[config.mk]
export PLATFORM = sky130hd
export DESIGN_NAME = retire_trace_buffer
export DESIGN_NICKNAME = d
export VERILOG_FILES = /design/src/rtl/riscv_pkg.sv /design/src/rtl/sync_fifo.sv /design/src/rtl/retire_trace_buffer.sv
export SDC_FILE = /design/constraint.sdc
export NUM_CORES = 2
export LEC_CHECK = 0
export ABC_AREA = 0
export CAP_MARGIN = 20
export CORE_MARGIN = 2
export CORE_UTILIZATION = 45
export DETAILED_ROUTE_END_ITERATION = 7
export HOLD_SLACK_MARGIN = 0.05
export MAX_ROUTING_LAYER = met4
export SLEW_MARGIN = 15
export SYNTH_ARGS = -nofsm -noshare
export SYNTH_HDL_FRONTEND = slang
export SYNTH_SLANG_ARGS = --single-unit
export TNS_END_PERCENT = 30
[constraint.sdc]
create_clock -name clk_i -period 13.96 [get_ports clk_i]
set_input_delay 2.792 -clock clk_i [delete_from_list [all_inputs] [get_ports clk_i]]
set_output_delay 2.792 -clock clk_i [all_outputs]
set_load 0.05 [all_outputs]
[src/rtl/riscv_pkg.sv]
// Shared RV32I retire-side definitions: data width and the retire record layout.
package riscv_pkg;

   localparam int XLEN = 32;

   typedef struct packed {
      logic [XLEN-1:0] pc;
      logic [XLEN-1:0] instr;
      logic [4:0]      reg_addr;
      logic [XLEN-1:0] reg_data;
      logic [XLEN-1:0] mem_addr;
      logic [XLEN-1:0] mem_data;
      logic            mem_wrt;
   } retire_rec_t;

   localparam int RecW = $bits(retire_rec_t);

endpackage

[src/rtl/sync_fifo.sv]
// First-word fall-through FIFO over registered storage; pointers carry an extra
// wrap bit so full and empty are distinguishable without a separate counter.
module sync_fifo #(
   parameter int Width = 8,
   parameter int Depth = 16
) (
   input  logic                     clk,
   input  logic                     rst_n,
   input  logic                     clear,
   input  logic                     push,
   input  logic                     pop,
   input  logic [Width-1:0]         wdata,
   output logic [Width-1:0]         rdata,
   output logic                     full,
   output logic                     empty,
   output logic [$clog2(Depth):0]   count
);

   localparam int AW = $clog2(Depth);

   logic [Width-1:0] mem [Depth];
   logic [AW:0]      wptr;
   logic [AW:0]      rptr;
   logic             wr_en;
   logic             rd_en;

   assign empty = (wptr == rptr);
   assign full  = (wptr[AW] != rptr[AW]) && (wptr[AW-1:0] == rptr[AW-1:0]);
   assign count = wptr - rptr;

   // A pop frees the head slot this edge, so a full FIFO can still take a push.
   assign rd_en = pop && !empty;
   assign wr_en = push && (!full || rd_en);

   always_ff @(posedge clk or negedge rst_n) begin
      if (!rst_n) begin
         wptr <= '0;
         rptr <= '0;
      end else if (clear) begin
         wptr <= '0;
         rptr <= '0;
      end else begin
         if (wr_en) wptr <= wptr + 1'b1;
         if (rd_en) rptr <= rptr + 1'b1;
      end
   end

   always_ff @(posedge clk) begin
      if (wr_en && !clear) mem[wptr[AW-1:0]] <= wdata;
   end

   assign rdata = mem[rptr[AW-1:0]];

endmodule

[src/rtl/retire_trace_buffer.sv]
// Captures one retire record per strobe into a FIFO and drains it over valid/ready;
// records arriving while full are dropped and counted since the core cannot stall.
module retire_trace_buffer
   import riscv_pkg::*;
#(
   parameter int Depth    = 16,
   parameter int DropCntW = 16
) (
   input  logic                     clk_i,
   input  logic                     rstn_i,
   input  logic                     clear_i,
   input  logic                     update_i,
   input  logic [XLEN-1:0]          pc_i,
   input  logic [XLEN-1:0]          instr_i,
   input  logic [4:0]               reg_addr_i,
   input  logic [XLEN-1:0]          reg_data_i,
   input  logic [XLEN-1:0]          mem_addr_i,
   input  logic [XLEN-1:0]          mem_data_i,
   input  logic                     mem_wrt_i,
   output logic                     trace_valid_o,
   input  logic                     trace_ready_i,
   output logic [RecW-1:0]          trace_rec_o,
   output logic [$clog2(Depth):0]   count_o,
   output logic                     overflow_o,
   output logic [DropCntW-1:0]      drop_cnt_o
);

   function automatic logic [DropCntW-1:0] sat_inc(input logic [DropCntW-1:0] v);
      return (&v) ? v : v + 1'b1;
   endfunction

   retire_rec_t rec_in;
   logic        full;
   logic        empty;
   logic        pop;
   logic        drop;

   assign rec_in = '{pc:       pc_i,
                     instr:    instr_i,
                     reg_addr: reg_addr_i,
                     reg_data: reg_data_i,
                     mem_addr: mem_addr_i,
                     mem_data: mem_data_i,
                     mem_wrt:  mem_wrt_i};

   assign trace_valid_o = !empty;
   assign pop           = trace_valid_o && trace_ready_i;
   // A push into a full FIFO survives only when the head leaves the same edge.
   assign drop          = update_i && full && !pop && !clear_i;

   sync_fifo #(
      .Width (RecW),
      .Depth (Depth)
   ) u_fifo (
      .clk   (clk_i),
      .rst_n (rstn_i),
      .clear (clear_i),
      .push  (update_i),
      .pop   (pop),
      .wdata (rec_in),
      .rdata (trace_rec_o),
      .full  (full),
      .empty (empty),
      .count (count_o)
   );

   always_ff @(posedge clk_i or negedge rstn_i) begin
      if (!rstn_i) begin
         overflow_o <= 1'b0;
         drop_cnt_o <= '0;
      end else if (clear_i) begin
         overflow_o <= 1'b0;
         drop_cnt_o <= '0;
      end else if (drop) begin
         overflow_o <= 1'b1;
         drop_cnt_o <= sat_inc(drop_cnt_o);
      end
   end

endmodule

# [Word level (Yosys, flattened, before mapping)]
# Memory sizes are Yosys's and may differ from the RTL's.
# Cells that the tools add are included.
[word_totals] register_bits=27 ramBits=2656 in_bits=171 out_inout_bits=189 elab_cells=42 mem_count=1
[classes] addsub=4 eq_ne=4 mux=11 n_reduce_logical=18
[memory_table] name="u_fifo.mem" words=16 word_bits=166 rd=1 rd_clocked_by_memory_dff=0 write_ports=1 line="sync_fifo.sv:21" rtl="logic [Width-1:0] mem [Depth];"
[ops] operator="$mux 16" n=3
[ops] operator="$mux 5" n=4
[ops] operator="$add 16x1->16 const B" n=1
[ops] operator="$reduce_and 16->1" n=1
[ops] operator="$add 5x1->5 const B" n=2
[ops] operator="$logic_and 1x1->1" n=8
[ops] operator="$reduce_bool 2->1" n=3
[ops] operator="$eq 5x5->1" n=1
[ops] operator="$sub 5x5->5" n=1
[ops] operator="$eq 4x4->1" n=1
[ops] operator="$logic_not 1->1" n=4
[ops] operator="$mux 1" n=4
[ops] operator="$ne 2x2->1 const B" n=1
[ops] operator="$reduce_and 2->1" n=1
[ops] operator="$logic_or 1x1->1" n=1
[ops] operator="$ne 1x1->1" n=1

# [Longest topological paths before layout]
[logic_depth] depth_word=9 mapped_depth=12 ltp_nobuf=7

# [Modules after synthesis]
# Synthesis repeated with hierarchy kept, for this count alone.
[hier_totals] cells_unflattened=4250 hier_area_um2=100710.3
[modules_own_cells] module="sync_fifo" n_inst=1 cells_each=4144 area_each_um2=99730.6 seq_area_each_um2=80006.7
[modules_own_cells] module="retire_trace_buffer" n_inst=1 cells_each=106 area_each_um2=979.7 seq_area_each_um2=425.4

# [Worst setup path before layout]
# No wires, ideal clock.
[synth_path] kind="input-to-reg" from="in trace_ready_i" to="mem u_fifo.mem[8][0] in the netlist's numbering, enable pin" setup_ns=0.545 t_arrival_ns=7.477 required_ns=13.415 slack_ns=5.938 path_stages=4 n_path_buf=1 cell_sequence="clkbuf_1 > o31ai_2 > nor4b_1 > and2_1"
[synth_via] elab_chain_len=7
[synth_lines] element="start: declaration" line="retire_trace_buffer.sv:21" rtl="input logic trace_ready_i,"
[synth_lines] element="$logic_and 1x1->1" line="retire_trace_buffer.sv:47" rtl="assign pop = trace_valid_o && trace_ready_i;"
[synth_lines] element="$logic_and 1x1->1" line="sync_fifo.sv:32" rtl="assign rd_en = pop && !empty;"
[synth_lines] element="$logic_or 1x1->1" line="sync_fifo.sv:33" rtl="assign wr_en = push && (!full || rd_en);"
[synth_lines] element="$logic_and 1x1->1" line="sync_fifo.sv:33"
[synth_lines] element="$logic_and 1x1->1" line="sync_fifo.sv:49" rtl="if (wr_en && !clear) mem[wptr[AW-1:0]] <= wdata;"
[synth_lines] element="$mux 1" line="sync_fifo.sv:49"
[synth_lines] element="$mux 1 (implied by the code)" line="sync_fifo.sv:49"
[synth_lines] element="end: declaration" line="sync_fifo.sv:21"
# No other way between the ends.

# [Worst setup path after layout]
[layout_path] from="reg u_fifo.rptr[0]" to="out trace_rec_o[66]"
[layout_via] elab_chain_len=1
[layout_lines] element="start: declaration" line="sync_fifo.sv:23" rtl="logic [AW:0] rptr;"
[layout_lines] element="start signal: assignment" line="sync_fifo.sv:44" rtl="if (rd_en) rptr <= rptr + 1'b1;"
[layout_lines] element="$mem_v2 16x166"
[layout_lines] element="end: declaration" line="retire_trace_buffer.sv:22" rtl="output logic [RecW-1:0] trace_rec_o,"
# No other way between the ends.

==> results.txt <==
The run finished with clean final reports. Ranked by total cell area, the synthesized netlist is headed by edfxtp_1 (79%), mux4_2 (18%), dfrtp_1 (0.67%). Summing all multi-input logic gate instances after layout gives 19900 sq um. The cell at the root of the clock tree is clkbuf_16. STA classifies the critical path startpoint as a flop. For this design, the CTS-stage hold fixing added 0 buffers.

The count of unresolved DRC violations after routing is 0. Dividing the synthesized area by the synthesized cell count gives 26.1 sq um. After layout, the design draws a total of 18.9 mW. The fraction of power consumed by combinational cells was 13.3%; the die outline area was 228000 sq um.

The count of nets left with antenna violations once routing finished came out at 0. Count of mapped cells out of synthesis: 3873. The post-synthesis mux area share was 18.6%. The part of the cycle the worst path needs was 59.1%; the distinct cell type count after synthesis was 47. The clock passes through at most 4 buffers. The kind of cell with the highest combined delay along the critical path is buffers and inverters. The mean routed wirelength per cell is 30.7 um, and the switching part of the total is 23.2%.

Type of the worst min-delay path: reg2reg. Number of slew-limit violations in the final report: 0. The data required time at the worst endpoint came out at 11.17 ns.

Summing the areas of all xor and xnor instances in the mapped netlist gives 0.104% of the synthesized area. The first global-routing pass estimated 335000 um of wire. Main combinational cell family by area after synthesis: multiplexers.

Once detailed placement completed, the half-perimeter wirelength came to 114000 um. Among all flip-flop cells after synthesis, the most frequent one is edfxtp_1. The largest total area in the synthesized netlist belongs to edfxtp_1. The total of buffers placed on input and output ports is 359, and the adder-cell share of the synthesized area is 0.144%.

In this run the power density over the cells is 161 nW/um^2. The run gives 35.6 nW as the static power due to leakage. The number of antenna violations at the first check in global routing was 45; the simple-gate area share of the yosys netlist was 0.520%. The clock network accounts for 39.3% of the total power. From synthesis to final layout, the design area changed by 16.4%. The number of global-route vias before repair is 46.4k, and the worst setup slack before clock tree synthesis is 6.49 ns. After synthesis, the largest area contributor takes up 78.9% of total cell area.

edfxtp_1 is the most common cell in the netlist. The compound-gate portion of the synthesized area is 0.240%. The setup check on the worst reg-to-reg path leaves a slack of 6.99 ns.

At the pin with the least slew margin, the transition time is 1.21 ns. The die width was 478 um; the core footprint was 223000 sq um. The number of endpoints with negative hold slack in the final report is 0, and the CTS H-tree depth is 5. The tools report the via total after detailed routing as 44.5k.

Initial core utilization: 45.4%. TritonCTS built the clock tree. The highest achievable clock rate was 121 MHz; the cell total after placement was 7094.

Counting every sink on the clock net gives 2683. Setup repair after global routing left no endpoint under its margin. Pin placement for this block handled 360 I/O pins. The count of nets after finishing was 4599; the number of max-cap violations was 0. Of all flip-flops after synthesis, the portion carrying an async set or reset was 1.01%. Synthesis inferred 2683 register bits.

The global-route usage over all layers was 21.0%; the worst-case headroom to the max-slew limit was 19.1%. The shortest clock period the worst path allows after layout is 8.26 ns, and the share of the yosys chip area belonging to registers is 79.6%. The post-synthesis instance area was 101000 sq um. In the final layout, the share of cells above drive strength 1 is 28.6%. The sequential cells in the finished layout cover a total of 80400 sq um.

The y dimension of the die is 478 um. The number of enable flip-flop cells after synthesis works out to 2656. Critical path endpoint category: an output port. The logs give 0.91 ns for the clock latency on the worst-skew pair and 5.70 ns for the final worst-path setup slack. Of all nets on the critical path, the largest fanout is 46. The net switching component of the power is 4.38 mW. The first detailed-routing pass ran for 7 iterations. Standard-cell row count: 173. The worst hold path cell count is 1. After detailed routing, the number of vias per cell comes to 5.84. Slowest stage cell on the critical path: dfrtp_4. Data on the critical path arrives at its endpoint at 5.46 ns.

The run gives 14.5 mW as the internal power component. After synthesis, the most frequently instantiated cells are edfxtp_1 (2656), mux4_2 (830), clkbuf_1 (105). The critical path's largest stage delay was 0.94 ns; the cell count of the worst reg-to-reg path was 9. The run gives 0 as the post-cts gate resize count. The total overflow left after global routing is 0.

In this run, CTS created clock tree buffers numbering 296. The logs give 16.8k for the layout filler cell count and 4055 for the post-synthesis net count. The total setup buffers inserted after CTS was 0. Summing all placed instances gives a cell area of 108000 sq um. The run gives 0.133 mV as the largest vdd supply drop. The setup TNS is 0 ns, and the clock slew at the register clock pins of the worst setup and hold paths is 0.06 ns. The Yosys warning count came out at 0. The critical path goes through buf_4 > buf_4 > mux4_2 > mux4_2 > clkdlybuf4s50_1. Per report_power, the sequential group accounts for 47.4% of the total. The setup path with the least slack is of type reg2out. Entering global routing, the biggest net connects 152 pins.

The finished cells cover 118000 sq um. At the end of routability-driven placement, the weighted congestion stood at 0.726. Hold timing on the final database bottoms out at a slack of 0.495 ns. Counting both buffers and inverters, the worst setup path holds a total of 3. The number of stages on the worst setup path is 5, and the number of non-filler instances in the completed layout is 7623.

The tools report the detailed router's first-iteration violation count as 3992. The run gives 52.8% as the end-of-flow core utilization. Final setup skew: 0.0391 ns. Wires add up to 234000 um. The total of endpoints with negative setup slack in the final report is 0.
[cell type report]
type | count | share of cell area, %
antenna | 29 | 0.0617
clock buffer | 357 | 6.64
clock inverter | 143 | 1.12
inverter | 11 | 0.0415
multi-input combinational | 985 | 16.9
sequential | 2683 | 68.4
tap | 2975 | 3.16
timing repair buffer | 440 | 3.72
[routing by layer]
layer  track usage, %  vias to the layer above  routed length [um]
met3             4.00                      411               14300
met5                -                        -                   0
met4             5.65                        0                5810
met1             27.8                    24500               96600
met2             33.7                     1319              117000
li1                 -                    18200                   -
[cells in the final DEF, fill, tap and decap left out, types with 3 or more instances in the layout]
cell type,synthesis,layout
nor4b_1,4,4
ha_1,10,10
clkinvlp_4,0,7
dfrtp_1,27,24
nor2_1,17,17
clkdlybuf4s50_1,0,359
clkinv_1,0,65
inv_1,10,10
nor4_1,6,5
o31ai_1,5,5
xor2_1,5,5
inv_6,0,6
bufinv_16,0,25
and2_4,0,12
nand4_1,8,8
edfxtp_1,2656,2656
or3_1,3,3
clkbuf_16,0,304
dfrtp_4,0,3
nor2b_1,6,6
mux4_2,830,830
diode_2,0,29
xnor2_1,7,7
and3_1,7,3
o21ai_0,5,5
nand3_1,4,4
clkinv_2,0,38
clkbuf_1,105,53
a21oi_1,10,10
buf_4,1,67
mux2_1,4,4
and3_4,0,4
and4_1,3,3
nand2_1,6,6
or4_1,4,4
buf_12,0,14
[cells by family (layout without fill, tap and decap cells)]
logic type	count (synthesis)	in the layout
AND/OR/NAND/NOR	89	89
other	0	29
AO/OA/AOI/OAI	35	35
buffers and inverters	205	951
flip-flops	2683	2683
multiplexers	838	838
adder cells (fa/ha/maj)	11	11
XOR/XNOR	12	12
[registers in the layout (all words and copies together), names as in the netlist]
signal / flops
overflow_o: 1
u_fifo.wptr: 5
u_fifo.mem: 2656
drop_cnt_o: 16
u_fifo.rptr: 5
[power groups by stage]
stage	combinational (mW)	clock, mW	sequential (mW)
floorplan	1.83	0	9.11
global placement	2.56	0	9.12
detailed placement	2.57	0	9.13
CTS	2.57	7.60	8.96
global route	2.66	7.89	8.96
finish	2.51	7.42	8.95
[final timing paths]
check / to / startpoint
min reg2reg: overflow_o / overflow_o
max: trace_rec_o[66] / u_fifo.rptr[0]
min: overflow_o / overflow_o
max reg2reg: u_fifo.mem[7][96] / u_fifo.rptr[0]
min in group asynchronous: overflow_o / rstn_i
max in group asynchronous: u_fifo.rptr[2] / rstn_i
(Power assumes the default switching activity.)
